--- src/rtl/display_page_scheduler.sv ---
// display_page_scheduler
// Drives the page select of the four-page seven-segment display mux. Pages
// advance on a debounced "next" key press or, in auto mode, when the dwell
// timer expires. Invalid pages are skipped, and every page change blanks the
// drivers for BLANK_CYCLES cycles.
//
// Ports:
//   clk, rst_n   display clock, asynchronous active-low reset
//   key_next     raw active-low pushbutton, press = manual advance
//   key_mode     raw active-low pushbutton, press = toggle auto_mode
//   page_valid   bit i high = page i selectable
//   freeze       pauses the dwell counter
//   sel          page select to the display mux
//   blank        display drivers forced off
//   page_change  one-cycle pulse when sel changes
//   auto_mode    1 = auto-rotate, 0 = manual
module display_page_scheduler #(
  parameter int unsigned DEBOUNCE_CYCLES = 500000,
  parameter int unsigned DWELL_CYCLES    = 100000000,
  parameter int unsigned BLANK_CYCLES    = 4,
  parameter logic        AUTO_DEFAULT    = 1'b0
) (
  input  logic       clk,
  input  logic       rst_n,
  input  logic       key_next,
  input  logic       key_mode,
  input  logic [3:0] page_valid,
  input  logic       freeze,
  output logic [1:0] sel,
  output logic       blank,
  output logic       page_change,
  output logic       auto_mode
);

  localparam int unsigned DB_W = $clog2(DEBOUNCE_CYCLES + 1);
  localparam int unsigned DW_W = $clog2(DWELL_CYCLES + 1);
  localparam int unsigned BL_W = $clog2(BLANK_CYCLES + 1);
  localparam int unsigned NKEY = 2;

  typedef enum logic [1:0] {SHOW, BLANK, NOPAGE} state_t;

  // Key conditioning: bit 0 = next, bit 1 = mode
  logic [NKEY-1:0] key_raw;
  logic [NKEY-1:0] sync1;
  logic [NKEY-1:0] sync2;
  logic [NKEY-1:0] deb;
  logic [NKEY-1:0] deb_d;
  logic [NKEY-1:0] press;
  logic [DB_W-1:0] deb_cnt [NKEY];

  assign key_raw = {key_mode, key_next};

  // 2-FF synchronizer, debouncer and registered falling-edge detector
  always_ff @(posedge clk or negedge rst_n) begin
    if (!rst_n) begin
      sync1 <= '1;
      sync2 <= '1;
      deb   <= '1;
      deb_d <= '1;
      press <= '0;
      for (int i = 0; i < int'(NKEY); i++) deb_cnt[i] <= '0;
    end else begin
      sync1 <= key_raw;
      sync2 <= sync1;
      deb_d <= deb;
      press <= deb_d & ~deb;
      for (int i = 0; i < int'(NKEY); i++) begin
        if (sync2[i] != deb[i]) begin
          if (deb_cnt[i] == DB_W'(DEBOUNCE_CYCLES - 1)) begin
            deb[i]     <= sync2[i];
            deb_cnt[i] <= '0;
          end else begin
            deb_cnt[i] <= deb_cnt[i] + DB_W'(1);
          end
        end else begin
          deb_cnt[i] <= '0;
        end
      end
    end
  end

  // Returns {found, index} of the first valid page after cur, cyclically
  function automatic logic [2:0] find_next(input logic [1:0] cur, input logic [3:0] valid);
    logic [2:0] r;
    logic [1:0] idx;
    r = 3'b000;
    for (int k = 3; k >= 1; k--) begin
      idx = cur + 2'(k);
      if (valid[idx]) r = {1'b1, idx};
    end
    return r;
  endfunction

  function automatic logic [1:0] lowest_valid(input logic [3:0] valid);
    logic [1:0] r;
    r = 2'd0;
    for (int i = 3; i >= 0; i--) begin
      if (valid[i]) r = 2'(i);
    end
    return r;
  endfunction

  state_t          state, state_nxt;
  logic [1:0]      sel_q, sel_nxt;
  logic            blank_q, blank_nxt;
  logic            pc_q, pc_nxt;
  logic            auto_q, auto_nxt;
  logic            pending, pend_nxt;
  logic [DW_W-1:0] dwell, dwell_nxt;
  logic [BL_W-1:0] bcnt, bcnt_nxt;
  logic [2:0]      next_c;
  logic [1:0]      low_c;
  logic            expire_c;
  logic            req_c;

  assign next_c   = find_next(sel_q, page_valid);
  assign low_c    = lowest_valid(page_valid);
  assign expire_c = auto_q && !freeze && (dwell == DW_W'(DWELL_CYCLES - 1));

  // State and output registers
  always_ff @(posedge clk or negedge rst_n) begin
    if (!rst_n) begin
      state   <= SHOW;
      sel_q   <= 2'd0;
      blank_q <= 1'b0;
      pc_q    <= 1'b0;
      auto_q  <= AUTO_DEFAULT;
      pending <= 1'b0;
      dwell   <= '0;
      bcnt    <= '0;
    end else begin
      state   <= state_nxt;
      sel_q   <= sel_nxt;
      blank_q <= blank_nxt;
      pc_q    <= pc_nxt;
      auto_q  <= auto_nxt;
      pending <= pend_nxt;
      dwell   <= dwell_nxt;
      bcnt    <= bcnt_nxt;
    end
  end

  // Next-state and next-output logic
  always_comb begin
    state_nxt = state;
    sel_nxt   = sel_q;
    pc_nxt    = 1'b0;
    auto_nxt  = auto_q;
    pend_nxt  = pending;
    dwell_nxt = dwell;
    bcnt_nxt  = bcnt;
    req_c     = 1'b0;

    if (page_valid == 4'h0) begin
      // No selectable page: hold sel, drop any pending press
      state_nxt = NOPAGE;
      pend_nxt  = 1'b0;
      bcnt_nxt  = '0;
    end else begin
      case (state)
        SHOW: begin
          req_c    = press[0] | pending | expire_c | ~page_valid[sel_q];
          pend_nxt = 1'b0;
          if (req_c) begin
            // A request clears the dwell even when no other page is valid
            dwell_nxt = '0;
            if (next_c[2]) begin
              sel_nxt   = next_c[1:0];
              pc_nxt    = 1'b1;
              state_nxt = BLANK;
              bcnt_nxt  = '0;
            end
          end else if (auto_q && !freeze) begin
            dwell_nxt = dwell + DW_W'(1);
          end
        end
        BLANK: begin
          if (press[0]) pend_nxt = 1'b1;
          if (bcnt == BL_W'(BLANK_CYCLES - 1)) begin
            state_nxt = SHOW;
            bcnt_nxt  = '0;
          end else begin
            bcnt_nxt = bcnt + BL_W'(1);
          end
        end
        NOPAGE: begin
          if (low_c != sel_q) begin
            sel_nxt = low_c;
            pc_nxt  = 1'b1;
          end
          state_nxt = BLANK;
          bcnt_nxt  = '0;
          dwell_nxt = '0;
        end
        default: state_nxt = SHOW;
      endcase
    end

    // Mode press applies alongside any advance in the same cycle
    if (press[1]) begin
      auto_nxt  = ~auto_q;
      dwell_nxt = '0;
    end
  end

  assign blank_nxt   = (state_nxt != SHOW);
  assign sel         = sel_q;
  assign blank       = blank_q;
  assign page_change = pc_q;
  assign auto_mode   = auto_q;

endmodule

--- config.mk ---
export PLATFORM = sky130hd
export DESIGN_NAME = display_page_scheduler
export DESIGN_NICKNAME = d
export VERILOG_FILES = /design/src/rtl/display_page_scheduler.sv
export SDC_FILE = /design/constraint.sdc
export NUM_CORES = 1
export LEC_CHECK = 0
export CORE_MARGIN = 10
export CORE_UTILIZATION = 60
export CTS_CLUSTER_SIZE = 10
export DETAILED_ROUTE_END_ITERATION = 10
export DONT_BUFFER_PORTS = 1
export PLACE_DENSITY = 0.83
export REMOVE_ABC_BUFFERS = 1
export SYNTH_ARGS = -nofsm -noshare
export SYNTH_HDL_FRONTEND = slang
export SYNTH_SLANG_ARGS = --single-unit
--- constraint.sdc ---
create_clock -name clk -period 2.5 [get_ports clk]
set_input_delay 0.75 -clock clk [delete_from_list [all_inputs] [get_ports clk]]
set_output_delay 0.75 -clock clk [all_outputs]
set_load 0.01 [all_outputs]
==> results.ini, run 1 <==
[run_status]
run_status = finished, final reports clean

[timing]
drv_slew = 0
fin_crit_sh_pct = 91.37
finalSetupViolations = 0
finalHoldViolations = 0
max_freq_ghz = 0.4378
setup_ws_ns = 0.2157
rsz0062_at_grt = false
fin_skew_ns = 0.006496
tightestPinTransition_ns = 0.6255
slew_headroom_pct = 58.15
period_needed_ns = 2.284

[clocking]
cts_tree = yes
clkTransAtPathRegs_ns = 0.09
htreeDepth = 3
cts_root_buffer = clkbuf_8
numClockSinks = 86
post-cts-setup-buffer-count = 0
worstSkewPairLatency_ns = 0.36
numCtsBuffers = 9
cts.path.max_buffers = 2

[synth]
synth_top_area_share_pct = 42.32
synth_edf_count = 0
async_flop_share_pct = 100.0
yosys_warnings = 0
synth_most_common_cell = dfrtp_1
ys_seq_elements = 86
synth_area_leaders = dfrtp_1 (42%), xnor2_1 (4.7%), dfstp_2 (4.6%)
ys_seq_area_share_pct = 46.88
yosysUniqueCellTypes = 63
yosys-top-cells-count = dfrtp_1 (78), nor2_1 (52), nand3_1 (41)
synth_ff_type = dfrtp_1
yosysTopAreaCell = dfrtp_1
avgSynthCellArea_um2 = 9.568
syn_inst = 482
netlist_area_um2 = 4612

[floorplanning]
placeableCoreArea_um2 = 7370
die_w_um = 107.7
die_h_um = 107.7
start_util_pct = 62.58
num_rows = 31
ios = 14
die_area_um2 = 11590

[global_route]
antenna_found_initial = 0
grt-ovfl-total = 0
grt_pass1_wl_um = 16460
first_global_vias = 3544
grt_use_total_pct = 16.97
grt_max_degree = 87

[detailed_routing]
drtIter0Drc = 183
firstDrtPassIters = 5
vias = 3674
vias_per_cell = 6.196
drc = 0
antenna_left = 0
drt-total-wl_um = 9581
wire_per_inst_um = 16.16

[run]
drv_cap = 0

[placement]
gp_congestion = 0.8473
post-place-ws_ns = 0.1410
dp_hpwl_um = 6425
placed_cell_area_um2 = 4783
port_buffers = 0

[critical_path]
cpPeakStageDelay_ns = 0.57
crit_path_end_kind = register
cp_max_fo = 6
r2r-start = dwell[19]$_DFFE_PN0P_
rrSetupSlack_ns = 0.22
r2r-end = sel[0]$_DFFE_PN0P_
critPathLaunchType = register
critPathSlowestCell = or4b_1
crit_chain = or4b_1 > nor4_4 > a31oi_4 > o31ai_1 > mux2_1
worst_ep_arrival_time_ns = 2.53
reg2reg_depth = 5
crit_type = reg2reg
worst_ep_required_time_ns = 2.75

[final_layout]
regArea_um2 = 2162
design_area_um2 = 4984
drive_above_1_share_pct = 12.35
area.growth.synth_to_final_pct = 8.058
diodes = 0
n_fill_cell = 565
final_nets = 502
multi_input_comb_area_um2 = 2298

[pwr]
ir_drop_mv = 0.4295
p_leak_nw = 2.022
total_power_w = 0.003202
powerDensity_nw_per_um2 = 642.6

[hold_path]
hold_path.class = in2async

-- worst max-delay path by stage --
stage | endpoint | startpoint | depth (start not counted) | slack (ns)
6_report | sel[0]$_DFFE_PN0P_ | dwell[19]$_DFFE_PN0P_ | 5 | 0.22
5_1_grt | dwell[11]$_DFFE_PN0P_ | dwell[21]$_DFFE_PN0P_ | 6 | 0.02
4_1_cts | sel[0]$_DFFE_PN0P_ | dwell[19]$_DFFE_PN0P_ | 5 | 0.19
3_5_place_dp | dwell[11]$_DFFE_PN0P_ | page_valid[1] | 6 | 0.14
3_3_place_gp | dwell[11]$_DFFE_PN0P_ | page_valid[1] | 6 | 0.18
2_1_floorplan | dwell[11]$_DFFE_PN0P_ | page_valid[1] | 5 | -0.43
-- registers in the layout (all words and copies together) (netlist names), 2 cells and up --
name	count
state	2
deb_cnt	38
deb_d	2
press	2
sync2	2
bcnt	3
sync1	2
sel	2
dwell	27
deb	2
-- metrics by stage --
step / utilization, % / setup TNS (ns) / std cells / hold WS, ns
after detailed placement: 64.91 / 0 / 577 / 0.3468
after floorplan: - / -6.752 / 459 / 0.3452
after global routing: 67.62 / 0 / 593 / 0.05776
after CTS: 67.50 / 0 / 593 / 0.06243
final: 67.62 / 0 / 593 / 0.07475
after global placement: 64.91 / 0 / 577 / 0.3471
-- where the power goes --
group          internal, W  switching [W]  total [W]
Sequential         0.00146      0.0000497    0.00151
Combinational     0.000294       0.000466   0.000759
Clock             0.000406       0.000531   0.000936
Total              0.00216        0.00105    0.00320
-- critical path, delay by kind of cell, from the launching register on --
kind / cells / cell delay, ns
flip-flops: 1 / 0.42
AO/OA/AOI/OAI: 2 / 0.49
multiplexers: 1 / 0.34
AND/OR/NAND/NOR: 2 / 0.93
-- kinds of logic after synthesis --
logic type | after synthesis | share of synthesized area, %
DFF | 86 | 46.88
xor gates and xnor gates | 38 | 7.217
AOI/OAI and AO/OA | 83 | 12.59
muxes | 8 | 2.225
buffers and inverters | 37 | 3.744
and+or+nand+nor | 226 | 26.26
adders and majority gates | 4 | 1.085
-- metal layers --
layer	track usage [%]	vias to the layer above	part of all wire, %	wire (um)
met3	3.114	10	5.4	521
li1	-	1770	-	-
met1	21.72	1787	44	4219
met2	27.93	107	49	4726
met5	0	-	0	0
met4	6.298	0	1.2	113
-- cell type report --
cell class / instances / share of cell area [%]
inverter: 14 / 1.054
multi-input combinational: 359 / 46.12
tap: 99 / 2.486
clock buffer: 10 / 2.762
clock inverter: 6 / 1.080
sequential: 86 / 43.38
timing repair buffer: 19 / 3.113
-- repair_timing --
item / 4_1_cts / 5_1_grt
endpoints found under the setup margin: 0 / 1
hold buffers: 0 / 0
resized for setup: 0 / 1
hold endpoints to repair: 0 / 0
-- placed cells by master, fill, tap and decap left out, drive strengths merged, types with 3 or more instances in the layout --
cell	count
a31oi	27
nor3	16
nor4b	3
a32oi	4
a41oi	8
dfstp	8
mux2	5
nand4	12
xor2	13
nor2	54
or2	3
buf	19
nor2b	7
nand2	35
a21oi	13
and4	7
nand3b	11
o211ai	3
nor4	9
xnor2	25
ha	4
o31ai	4
clkbuf	10
o21ai	9
or3	3
and2	8
inv	17
nand3	41
dfrtp	78
and3	7
Power figures use the tool's default switching activity.
==> run 2, diff against run 1 <==
Settings changed: SLEW_MARGIN set to 20.
==> results of run 2 <==
Same layout as run 1: the final DEF is identical, and so are final timing and power.
==> run 3, diff against run 2 <==
Settings changed: CORE_MARGIN 10 to not set.
==> results.ini, run 3 (synthesis results as in run 1) <==
[timing]
fin_crit_sh_pct = 92.12  ; +0.74 points
tightestPinTransition_ns = 0.5228  ; -0.1027 ns
rsz0062_at_grt = false
fin_skew_ns = 0.01292  ; +0.006429 ns
period_needed_ns = 2.303  ; +0.01862 ns
setup_ws_ns = 0.1971  ; -0.01862 ns
slew_headroom_pct = 64.88  ; +6.7 points
finalHoldViolations = 0  ; unchanged
finalSetupViolations = 0  ; unchanged
hold_ws_ns = 0.08453  ; +0.009772 ns
max_freq_ghz = 0.4342  ; -0.81%
drv_slew = 0  ; unchanged

[critical_path]
crit_path_end_kind = register
crit_chain = or4b_1 > nor4_4 > a31oi_2 > o31ai_1 > mux2_1
crit_type = reg2reg
cp_max_fo = 6  ; unchanged
worst_ep_arrival_time_ns = 2.54  ; about the same
rrSetupSlack_ns = 0.20  ; -0.02 ns
worst-path-buf-inv = 0  ; unchanged
path_delay_family = simple AND/OR/NAND/NOR gates
critPathSlowestCell = or4b_1
worst_ep_required_time_ns = 2.74  ; about the same
cpPeakStageDelay_ns = 0.56  ; about the same
critPathLaunchType = register

[pwr]
pwr-share-clk_pct = 30.6  ; +1.4 points
total_power_w = 0.003221  ; +0.58%
p_int_w = 0.002259  ; +4.8%
p_sw_share_pct = 29.87  ; -2.8 points
p_leak_nw = 2.022  ; about the same
ir_drop_mv = 0.4739  ; +10%
seqPwrFrac_pct = 47.1  ; about the same
power.switching_w = 0.0009622  ; -8.0%
comb_power_share_pct = 22.3  ; -1.4 points
powerDensity_nw_per_um2 = 646.7  ; +0.63%

[final_layout]
mostFrequentLayoutCell = dfrtp_1
reg_top3 = deb_cnt: 38 flops, dwell: 27 flops, bcnt: 3 flops
n_fill_cell = 554  ; -1.9%
largest_reg_flops = 38  ; unchanged
stdcell_count = 592  ; -0.17%
area.growth.synth_to_final_pct = 8.003  ; about the same
final_cell_mix = dfrtp_1 (78), nor2_1 (52), nand3_1 (41)
design_area_um2 = 4981  ; about the same
diodes = 0  ; unchanged
drive_above_1_share_pct = 11.76  ; -0.58 points
final_nets = 501  ; -0.20%
top_register = deb_cnt

[detailed_routing]
drtIter0Drc = 269  ; +47%
firstDrtPassIters = 5  ; unchanged
wire_per_inst_um = 15.85  ; -1.9%
drt-total-wl_um = 9384  ; -2.1%
antenna_left = 0  ; unchanged
vias = 3711  ; +1.0%
vias_per_cell = 6.269  ; +1.2%
drc = 0  ; unchanged

[clocking]
worstSkewPairLatency_ns = 0.35  ; about the same
htreeDepth = 3  ; unchanged
cts_resized = 0  ; unchanged
cts.path.max_buffers = 2  ; unchanged
cts_hold_buf = 0  ; unchanged
cts_root_buffer = clkbuf_8
numClockSinks = 86  ; unchanged
numCtsBuffers = 9  ; unchanged
post-cts-setup-buffer-count = 0  ; unchanged
cts_tree = yes
clkTransAtPathRegs_ns = 0.09  ; about the same

[floorplanning]
die_h_um = 89.67  ; -17%
num_rows = 31  ; unchanged
die_area_um2 = 8041  ; -31%
start_util_pct = 62.91  ; +0.33 points
die_w_um = 89.67  ; -17%
placeableCoreArea_um2 = 7331  ; -0.53%
ios = 14  ; unchanged

[global_route]
grt-ovfl-total = 0  ; unchanged
first_global_vias = 3670  ; +3.6%
grt_max_degree = 87  ; unchanged
antenna_found_initial = 0  ; unchanged
grt_use_total_pct = 26.35  ; +9.4 points
grt_pass1_wl_um = 16260  ; -1.2%

[placement]
placed_cell_area_um2 = 4776  ; -0.16%
post-place-ws_ns = 0.1471  ; +0.006159 ns
dp.cells = 576  ; -0.17%
gp_congestion = 0.8381  ; -1.1%
port_buffers = 0  ; unchanged
dp_hpwl_um = 6342  ; -1.3%

[hold_path]
hold_path.class = in2async

[run]
drv_cap = 0  ; unchanged

[run_status]
run_status = finished, final reports clean

==> run 3: changes by cell type in the layout (fill, tap and decap cells not counted) <==
| cell | previous run | this run |
|---|---|---|
| bufinv_16 | 0 | 1 |
| clkbuf_1 | 0 | 2 |
| buf_4 | 18 | 16 |
| clkinv_2 | 0 | 1 |
| inv_8 | 1 | 0 |
| a31oi_2 | 0 | 1 |
| clkinv_4 | 2 | 0 |
| a31oi_4 | 1 | 0 |
| inv_6 | 2 | 0 |
| clkbuf_8 | 10 | 11 |
| buf_6 | 0 | 1 |
==> run 3: worst paths after layout <==
path,startpoint,to,cells past startpoint
worst max-delay path,dwell[19]$_DFFE_PN0P_,sel[0]$_DFFE_PN0P_,5
worst min-delay path,rst_n,auto_mode$_DFFE_PN0P_,0
worst max register to register,dwell[19]$_DFFE_PN0P_,sel[0]$_DFFE_PN0P_,5
worst min register to register,sync1[0]$_DFF_PN1_,sync2[0]$_DFF_PN1_,0
max in group asynchronous,rst_n,deb_d[0]$_DFF_PN1_,0
min in group clk,sync1[0]$_DFF_PN1_,sync2[0]$_DFF_PN1_,0
==> run 3: stage by stage <==
step	util (%)	setup TNS, ns
2_1_floorplan	-	-6.752
3_3_place_gp	65.15	0
3_5_place_dp	65.15	0
4_1_cts	67.90	0
5_1_grt	67.95	0
6_report	67.95	0
==> run 3: final cells by class <==
type | instances | area, um2 | area share [%]
clock buffer | 13 | 158.9 | 3.190
clock inverter | 3 | 42.54 | 0.8541
inverter | 14 | 52.55 | 1.055
multi-input combinational | 359 | 2290 | 45.97
sequential | 86 | 2162 | 43.41
tap | 99 | 123.9 | 2.487
timing repair buffer | 18 | 151.4 | 3.039
==> run 3: metal layers <==
metal	part of all wire [%]	GRT usage (%)
met5	0	0
met2	50	45.52
met4	1.6	9.668
met1	43	32.39
met3	5.3	6.033
==> run 3: power groups by stage <==
stage,clock (W),combinational (W),sequential (W)
2_1_floorplan,0,0.000466,0.00157
3_3_place_gp,0,0.000676,0.00154
3_5_place_dp,0,0.000699,0.00155
4_1_cts,0.00101,0.000704,0.00152
5_1_grt,0.00106,0.000797,0.00153
6_report,0.000986,0.000717,0.00152
